===== config.mk =====
export PLATFORM = sky130hd
export DESIGN_NAME = com_stabilizer
export DESIGN_NICKNAME = d
export VERILOG_FILES = /design/src/rtl/lightboard_pkg.sv /design/src/rtl/com_window.sv /design/src/rtl/com_stabilizer.sv
export SDC_FILE = /design/constraint.sdc
export NUM_CORES = 1
export LEC_CHECK = 0
export ABC_CLOCK_PERIOD_IN_PS = 7900
export BUFFER_PORTS_ARGS = -buffer_cell sky130_fd_sc_hd__buf_2
export CORE_ASPECT_RATIO = 2
export CORE_MARGIN = 1.5
export CORE_UTILIZATION = 50
export DETAILED_ROUTE_END_ITERATION = 6
export PLACE_DENSITY = 0.67
export SETUP_SLACK_MARGIN = 0.02
export SLEW_MARGIN = 20
export SYNTH_ARGS = -nofsm -noshare
export SYNTH_HDL_FRONTEND = slang
export SYNTH_HIERARCHICAL = 1
export SYNTH_SLANG_ARGS = --single-unit

===== constraint.sdc =====
create_clock -name clk_in -period 7.9 [get_ports clk_in]
set_input_delay 0.79 -clock clk_in [delete_from_list [all_inputs] [get_ports clk_in]]
set_output_delay 0.79 -clock clk_in [all_outputs]
set_load 0.02 [all_outputs]

===== src/rtl/lightboard_pkg.sv =====
// Shared types and widths for the lightboard centroid path.
package lightboard_pkg;

    typedef enum logic {
        IDLE,
        TRACK
    } com_state_t;

    localparam int COM_X_W = 11;
    localparam int COM_Y_W = 10;

endpackage


===== src/rtl/com_window.sv =====
// Circular window of recent centroids with running sums and rounded averages.
module com_window
    import lightboard_pkg::*;
#(
    parameter int LOG_DEPTH = 2
) (
    input  logic               clk_in,
    input  logic               rst_in,
    input  logic               seed,
    input  logic               insert,
    input  logic [COM_X_W-1:0] x_in,
    input  logic [COM_Y_W-1:0] y_in,
    output logic [COM_X_W-1:0] avg_x,
    output logic [COM_Y_W-1:0] avg_y,
    output logic [COM_X_W-1:0] next_avg_x,
    output logic [COM_Y_W-1:0] next_avg_y
);

    localparam int DEPTH = 1 << LOG_DEPTH;
    localparam int SXW   = COM_X_W + LOG_DEPTH;
    localparam int SYW   = COM_Y_W + LOG_DEPTH;
    localparam int HALF  = 1 << (LOG_DEPTH - 1);

    logic [COM_X_W-1:0]   x_buf [DEPTH];
    logic [COM_Y_W-1:0]   y_buf [DEPTH];
    logic [LOG_DEPTH-1:0] ptr;
    logic [SXW-1:0]       sum_x;
    logic [SYW-1:0]       sum_y;
    logic [SXW-1:0]       sum_x_next;
    logic [SYW-1:0]       sum_y_next;

    // ptr always addresses the oldest entry, so an insert replaces it in place
    always_comb begin
        sum_x_next = sum_x;
        sum_y_next = sum_y;
        if (seed) begin
            sum_x_next = SXW'(x_in) << LOG_DEPTH;
            sum_y_next = SYW'(y_in) << LOG_DEPTH;
        end else if (insert) begin
            sum_x_next = sum_x - SXW'(x_buf[ptr]) + SXW'(x_in);
            sum_y_next = sum_y - SYW'(y_buf[ptr]) + SYW'(y_in);
        end
    end

    always_ff @(posedge clk_in) begin
        if (rst_in) begin
            for (int i = 0; i < DEPTH; i++) begin
                x_buf[i] <= '0;
                y_buf[i] <= '0;
            end
            ptr   <= '0;
            sum_x <= '0;
            sum_y <= '0;
        end else begin
            sum_x <= sum_x_next;
            sum_y <= sum_y_next;
            if (seed) begin
                for (int i = 0; i < DEPTH; i++) begin
                    x_buf[i] <= x_in;
                    y_buf[i] <= y_in;
                end
                ptr <= '0;
            end else if (insert) begin
                x_buf[ptr] <= x_in;
                y_buf[ptr] <= y_in;
                ptr        <= ptr + 1'b1;
            end
        end
    end

    assign avg_x      = COM_X_W'((sum_x + SXW'(HALF)) >> LOG_DEPTH);
    assign avg_y      = COM_Y_W'((sum_y + SYW'(HALF)) >> LOG_DEPTH);
    assign next_avg_x = COM_X_W'((sum_x_next + SXW'(HALF)) >> LOG_DEPTH);
    assign next_avg_y = COM_Y_W'((sum_y_next + SYW'(HALF)) >> LOG_DEPTH);

endmodule


===== src/rtl/com_stabilizer.sv =====
// Jitter filter between center_of_mass and compare: moving average, outlier
// rejection with reacquire, and pen-up after a run of frames without a target.
module com_stabilizer
    import lightboard_pkg::*;
#(
    parameter int LOG_DEPTH      = 2,
    parameter int JUMP_MAX       = 40,
    parameter int REACQUIRE      = 3,
    parameter int TIMEOUT_FRAMES = 8,
    parameter int H_MAX          = 320,
    parameter int V_MAX          = 240
) (
    input  logic               clk_in,
    input  logic               rst_in,
    input  logic [COM_X_W-1:0] x_com_in,
    input  logic [COM_Y_W-1:0] y_com_in,
    input  logic               com_valid_in,
    input  logic               frame_start_in,
    output logic [COM_X_W-1:0] x_com_out,
    output logic [COM_Y_W-1:0] y_com_out,
    output logic               com_valid_out,
    output logic               pen_down_out,
    output logic               busy_out
);

    localparam int OCW = $clog2(REACQUIRE + 1);
    localparam int FCW = $clog2(TIMEOUT_FRAMES + 1);

    com_state_t         state;
    logic               s1_valid;
    logic [COM_X_W-1:0] s1_x;
    logic [COM_Y_W-1:0] s1_y;
    logic [OCW-1:0]     outlier_cnt;
    logic [FCW-1:0]     frame_cnt;

    logic               accept;
    logic [COM_X_W-1:0] dx;
    logic [COM_Y_W-1:0] dy;
    logic               outlier;
    logic               reacq_hit;
    logic               seed_cmd;
    logic               insert_cmd;
    logic               timeout;
    logic [COM_X_W-1:0] avg_x;
    logic [COM_Y_W-1:0] avg_y;
    logic [COM_X_W-1:0] next_avg_x;
    logic [COM_Y_W-1:0] next_avg_y;

    assign accept = com_valid_in && !busy_out
                 && !(x_com_in == '0 && y_com_in == '0)
                 && (x_com_in < COM_X_W'(H_MAX))
                 && (y_com_in < COM_Y_W'(V_MAX));

    assign dx = (s1_x >= avg_x) ? (s1_x - avg_x) : (avg_x - s1_x);
    assign dy = (s1_y >= avg_y) ? (s1_y - avg_y) : (avg_y - s1_y);

    assign outlier    = (dx > COM_X_W'(JUMP_MAX)) || (dy > COM_Y_W'(JUMP_MAX));
    assign reacq_hit  = (int'(outlier_cnt) + 1 == REACQUIRE);
    assign seed_cmd   = s1_valid && ((state == IDLE) || (outlier && reacq_hit));
    assign insert_cmd = s1_valid && (state == TRACK) && !outlier;
    // Never time out while a sample is being accepted or decided
    assign timeout    = (state == TRACK) && (frame_cnt == FCW'(TIMEOUT_FRAMES))
                     && !s1_valid && !accept;

    com_window #(
        .LOG_DEPTH (LOG_DEPTH)
    ) u_window (
        .clk_in     (clk_in),
        .rst_in     (rst_in),
        .seed       (seed_cmd),
        .insert     (insert_cmd),
        .x_in       (s1_x),
        .y_in       (s1_y),
        .avg_x      (avg_x),
        .avg_y      (avg_y),
        .next_avg_x (next_avg_x),
        .next_avg_y (next_avg_y)
    );

    always_ff @(posedge clk_in) begin
        if (rst_in) begin
            state         <= IDLE;
            s1_valid      <= 1'b0;
            s1_x          <= '0;
            s1_y          <= '0;
            outlier_cnt   <= '0;
            frame_cnt     <= '0;
            x_com_out     <= '0;
            y_com_out     <= '0;
            com_valid_out <= 1'b0;
            pen_down_out  <= 1'b0;
            busy_out      <= 1'b0;
        end else begin
            busy_out      <= accept || s1_valid;
            s1_valid      <= accept;
            com_valid_out <= seed_cmd || insert_cmd;

            if (accept) begin
                s1_x <= x_com_in;
                s1_y <= y_com_in;
            end

            if (seed_cmd || insert_cmd) begin
                x_com_out <= next_avg_x;
                y_com_out <= next_avg_y;
            end

            if (seed_cmd || insert_cmd)
                outlier_cnt <= '0;
            else if (s1_valid && state == TRACK && outlier)
                outlier_cnt <= outlier_cnt + 1'b1;

            // An accepted sample outranks a coincident frame start
            if (accept || seed_cmd)
                frame_cnt <= '0;
            else if (state == TRACK && frame_start_in && frame_cnt != FCW'(TIMEOUT_FRAMES))
                frame_cnt <= frame_cnt + 1'b1;

            if (seed_cmd) begin
                state        <= TRACK;
                pen_down_out <= 1'b1;
            end else if (timeout) begin
                state        <= IDLE;
                pen_down_out <= 1'b0;
            end
        end
    end

endmodule


==> out/metrics.yaml, run 1 <==
run_status:
  outcome: "finished clean"
sta:
  drv_slew: 0
  fin_worst_skew_ps: 7.41
  fin_ws_ps: 1020
  fin_crit_ps: 6880
  hold_viol_final: 0
  fmax_mhz: 145
  post-route-period-util: 0.871
  tightest_slew_ps: 1100
  rsz0062_at_grt: "false"
  setup_viol: 0
  fin_tns_setup_ps: 0
  max-slew-margin-rel: 0.263
synth:
  synth-compound-area-share: 0.130
  synthMuxAreaShare: 0.0855
  yosys.area.top_type: "edfxtp_1"
  synth-simple-area-share: 0.178
  synth_top_cells_by_area: "edfxtp_1 22%, dfxtp_1 14%, ha_1 8.2%"
  avgSynthCellArea_um2: 9.30
  ys_ff_latch: 165
  ys_seq_area_frac: 0.356
  synth_common_cells: "150 x inv_1, 107 x nor3_1, 97 x nor2_1, 84 x edfxtp_1, 81 x dfxtp_1"
  synth_cell_types: 80
  yosysTopAreaCellShare: 0.217
  synth_top_family_by_area: "simple AND/OR/NAND/NOR gates"
  yosysWarnings: 6
  syn_nets: 1378
  synthCells: 1252
  synth_adder_area_share: 0.125
  synth-xor-area-share: 0.0519
  yosysMostFrequentCell: "inv_1"
  synth_area_um2: 11600
  synth_flop_cell: "edfxtp_1"
  async_reset_ff_frac: 0
  synth_enable_flop_cells: 84
layout:
  drive_above_1_share: 0.107
  final_util: 0.555
  diodes: 0
  fillers: 2098
  layout.nets: 1393
  final_cell_area_um2: 12600
  synthToLayoutAreaGrowth_pct: 8.43
drt:
  wl_per_cell_um: 18.6
  first_pass_iters: 5
  drt_wl_total_um: 28900
  avgViaCountPerCell: 5.77
  dr.first_iter.drc_count: 545
  vias: 9007
  detail-route-antenna-nets: 0
  drc: 0
power:
  leakage_nw: 4.72
  ir_drop_mv: 0.157
  power_density_nw_per_um2: 148
place:
  port_buffers: 48
  dp_slack_ps: 1060
  placed_area_um2: 12000
  gp_congestion: 0.894
  dp_hpwl_um: 22100
clock_network:
  cts_max_level: 4
  cts_tree: "built"
  postCtsHoldBufs: 0
  cts_resized: 0
  clkTransAtPathRegs_ps: 70
  cts_sinks: 165
  clock_path_buffers: 2
  numCtsBuffers: 17
  clk_latency_ps: 440
  cts-root-buf: "clkbuf_16"
  cts_setup_buffers: 0
floorplanning:
  initial_core_util: 0.512
  dieWidth_um: 111
  core-area_um2: 22700
  dieArea_um2: 24300
  boundaryPins: 49
  die-height_um: 219
  rows: 78
global_route:
  grt_usage: 0.246
  antenna_found_initial: 0
  grt_max_degree: 95
  grt_pass1_wl_um: 47000
  overflow: 0
  grt_pass1_vias: 9302
min_path:
  hold_path_class: "flop to flop"
setup_path:
  critical_path_class: "flop to flop"
  cp-start-kind: "flop"
  end_kind: "flop"
  path_max_fanout: 26
  required_ps: 8260
  cp_data_arrival_time_ps: 7240
flow_run:
  cap_violations: 0
## power by group
part           internal, mW  leakage, nW  switching [mW]
clock                 0.469        0.277           0.355
combinational        0.0476         2.92          0.0806
sequential            0.913         1.52         0.00539
total                  1.43         4.72           0.441
## state kept, by name, indices dropped and copies added, names as in the netlist, named ones only
signal          count
u_window/sum_x     13
u_window/y_buf     40
x_com_out          11
state               1
s1_valid            1
u_window/x_buf     44
s1_y               10
outlier_cnt         2
u_window/ptr        2
s1_x               11
u_window/sum_y     12
busy_out            1
com_valid_out       1
y_com_out          10
frame_cnt           4
## final timing paths
kind	to	slack, ps	startpoint	cells after the start
setup / recovery	y_com_out[9]	1020	u_window/sum_x[2]	23
setup reg to reg	y_com_out[9]	1020	u_window/sum_x[2]	23
hold / removal	x_com_out[6]	470	x_com_out[6]	2
hold reg to reg	x_com_out[6]	470	x_com_out[6]	2
## kinds of logic after synthesis
group                      Yosys count
xor gates and xnor gates            69
and+or+nand+nor                    405
AOI/OAI and AO/OA                  224
adders and majority gates          101
buffers and inverters              215
DFF                                165
muxes                               73
## area by class of cell
cell class | count | area [um^2] | area share
clock buffers | 18 | 429 | 0.0340
flip-flops and latches | 165 | 4140 | 0.328
repair buffers | 61 | 340 | 0.0269
clock inverters | 14 | 153 | 0.0121
well taps | 280 | 350 | 0.0277
inverters | 150 | 563 | 0.0446
multi-input cells | 872 | 6650 | 0.527
## per-layer routing
metal / vias up / global-route usage / share of wire
li1: 4417 / - / -
met1: 4324 / 0.269 / 0.39
met2: 202 / 0.466 / 0.54
met3: 64 / 0.0315 / 0.029
met4: 0 / 0.120 / 0.042
met5: - / 0 / 0
## layout by cell type, fill, tap and decap left out, drive strengths merged, types with 6 or more instances in the layout
cell type and instances:
xnor2 52, nand2 46, a21o 11, a31oi 8, fa 25, o21a 11, inv 154, nor2b 12
a211oi 17, and3 6, buf 61, a22oi 6, edfxtp 84, nor4 13, ha 76, clkinv 6
o21ai 46, nor2 99, nand3 23, xor2 17, nor3 107, and2 12, o21bai 9, nand2b 50
clkbuf 18, nand4 11, mux4 21, dfxtp 81, a2111oi 6, mux2i 50, a21oi 58, o211ai 6
## stage by stage
step / cells / hold slack, ps / total power, mW
final: 1560 / 473 / 1.87
after global routing: 1560 / 482 / 1.93
after CTS: 1560 / 473 / 1.88
after detailed placement: 1528 / 457 / 1.07
after global placement: 1528 / 446 / 1.06
after floorplan: 1252 / 436 / 1.03
## critical path, cell delays in order, from the launching register on
cell      delay, ps
dfxtp_1         380
ha_1            200
nand3_1         120
nor3_1          360
nand3_1         150
xnor2_1         240
ha_1            380
a21oi_1         270
a21boi_0        140
a211oi_1        270
a21bo_2         310
o41ai_2         430
nand4_1         240
o21ai_0         360
a21oi_4         250
inv_1           420
nand2_1         300
o31ai_2         440
nand3_1         190
or4_1           600
nor4b_2         320
xor2_1          180
nand2b_1         80
mux2i_1         150
(Power assumes the default switching activity.)
==> inputs of run 2 (changes only) <==
ABC_CLOCK_PERIOD_IN_PS = 7000   (was 7900)
clock period = 7 ns   (was 7.9 ns; I/O delays follow)
==> run 2 against run 1 <==
  * Total power rose by 12%
  * Utilization barely moved
  * Design area barely moved
  * Clock power rose by 10%
  * Die area did not move
  * Highest routed layer unchanged
  * Critical path type unchanged
  * Global-route usage rose by 0.21 points
  * Critical path depth rose by 1
  * Register-to-register slack got worse by 320 ps
  * Count of clock-buffer cells in the layout rose by 2
  * Worst hold slack got worse by 4.2 ps
==> out/metrics.yaml, run 2 (synthesis gave the netlist of run 1 again) <==
run_status:
  outcome: "finished clean"
floorplanning:
  core-area_um2: 22700
  boundaryPins: 49
  dieWidth_um: 111
  rows: 78
  dieArea_um2: 24300
  die-height_um: 219
  initial_core_util: 0.512
clock_network:
  cts_sinks: 165
  cts_tree: "built"
  clkTransAtPathRegs_ps: 70
  numCtsBuffers: 17
  cts_setup_buffers: 0
  postCtsHoldBufs: 0
  cts-root-buf: "clkbuf_16"
  cts_max_level: 4
  clk_latency_ps: 440
  clock_path_buffers: 2
  cts_resized: 0
global_route:
  grt_pass1_vias: 9221
  grt_usage: 0.248
  antenna_found_initial: 0
  grt_max_degree: 118
  overflow: 0
  grt_pass1_wl_um: 47000
layout:
  mostFrequentLayoutCell: "inv_1"
  layout_common_cells: "150 x inv_1, 106 x nor3_1, 96 x nor2_1"
  reg_top3: "u_window/x_buf (44), u_window/y_buf (40), u_window/sum_x (13)"
  largest_reg_flops: 44
  drive_above_1_share: 0.109
  final_util: 0.556
  finalNonFillerCells: 1560
  layout.nets: 1393
  largest_register: "u_window/x_buf"
  diodes: 0
  synthToLayoutAreaGrowth_pct: 8.49
sta:
  drv_slew: 0
  setup_viol: 0
  fin_crit_ps: 6300
  fin_tns_setup_ps: 0
  fmax_mhz: 159
  hold_ws_ps: 468
  post-route-period-util: 0.900
  tightest_slew_ps: 1070
  max-slew-margin-rel: 0.282
  rsz0062_at_grt: "false"
  fin_worst_skew_ps: 10.7
  hold_viol_final: 0
power:
  ir_drop_mv: 0.169
  power_mw: 2.09
  power_density_nw_per_um2: 165
  leakage_nw: 4.73
drt:
  avgViaCountPerCell: 5.85
  vias: 9130
  dr.first_iter.drc_count: 565
  drc: 0
  drt_wl_total_um: 29000
  first_pass_iters: 5
  wl_per_cell_um: 18.6
  detail-route-antenna-nets: 0
setup_path:
  r2r_slack_ps: 700
  rr_endpoint: "x_com_out[9]"
  crit_slowest_cell: "nor4_1"
  end_kind: "flop"
  crit_path_frequent_cell: "nand2_1"
  required_ps: 7330
  cp_data_arrival_time_ps: 6630
  critical_path_class: "flop to flop"
  worst-path-buf-inv: 2
  startpoint: "u_window/sum_x[1]"
  cp_slowest_stage_delay_ps: 570
  ff2ff_path_depth: 24
  worstReg2RegStart: "u_window/sum_x[1]"
  cpLargestDelayFamily: "simple AND/OR/NAND/NOR gates"
  cp_cell_sequence: "inv_1 > nor4_1 > nand2_1 > xnor2_1 > ha_1 > nand2_1 > nor2_1 > a211oi_1 > a21bo_2 > or3b_1 > a32oi_1 > nand4_1 > o21ai_0 > a21oi_4 > buf_12 > nor2_1 > a22oi_1 > o21ai_0 > nand2_1 > nor4_1 > nand4b_1 > xor2_1 > nand2b_1 > mux2i_1"
  cp-start-kind: "flop"
  path_max_fanout: 47
flow_run:
  cap_violations: 0
place:
  gp_congestion: 0.916
  port_buffers: 48
  placed_cells: 1528
  dp_hpwl_um: 22100
min_path:
  whs_endpoint: "outlier_cnt[0]"
  hold_path_class: "flop to flop"
  min-delay-start: "outlier_cnt[0]"
  worstHoldPathCells: 2
[run 2: cell types whose count changed in the layout (fill, tap and decap cells not counted), moves of 2 or more]
cell       previous run  this run
clkinv_1              2         0
buf_4                14        12
clkinv_4              4         1
clkbuf_16            17        19
bufinv_16             2         0
clkinv_2              0         4
[run 2: power breakdown]
group	switching (mW)	internal, mW
registers	0.00635	1.03
clock network	0.406	0.500
logic	0.0911	0.0537
total	0.503	1.58
[run 2: routing by layer]
metal	track usage	vias to the layer above	wire length (um)
li1	-	4419	-
met4	0.141	0	1450
met5	0	-	0
met3	0.0304	84	777
met2	0.465	215	15500
met1	0.268	4412	11300
[run 2: through the flow]
step | area [um^2] | setup slack [ps]
4_1_cts | 12600 | 706
3_3_place_gp | 12100 | 863
2_1_floorplan | 11600 | 1250
3_5_place_dp | 12100 | 738
5_1_grt | 12600 | 50.7
6_report | 12600 | 699
[run 2: area by class of cell]
class | instances | area, um^2
timing repair buffer | 61 | 357
multi-input combinational | 872 | 6650
clock buffer | 20 | 479
clock inverter | 12 | 90.1
fill | 2055 | 10100
tap | 280 | 350
inverter | 150 | 563
sequential | 165 | 4140
[run 2: tightest hold or removal path: stages, from the launching register on]
cell and delay (ps):
dfxtp_1 310, nand2_1 50, a21oi_1 60
[run 2: how the worst max path moves through the flow]
| stage | depth (start not counted) | slack, ps | end |
|---|---|---|---|
| after CTS | 23 | 710 | y_com_out[9] |
| after global placement | 25 | 860 | x_com_out[10] |
| final | 24 | 700 | x_com_out[9] |
| after global routing | 25 | 50 | x_com_out[10] |
| after detailed placement | 25 | 740 | x_com_out[10] |
| after floorplan | 28 | 1250 | y_com_out[9] |
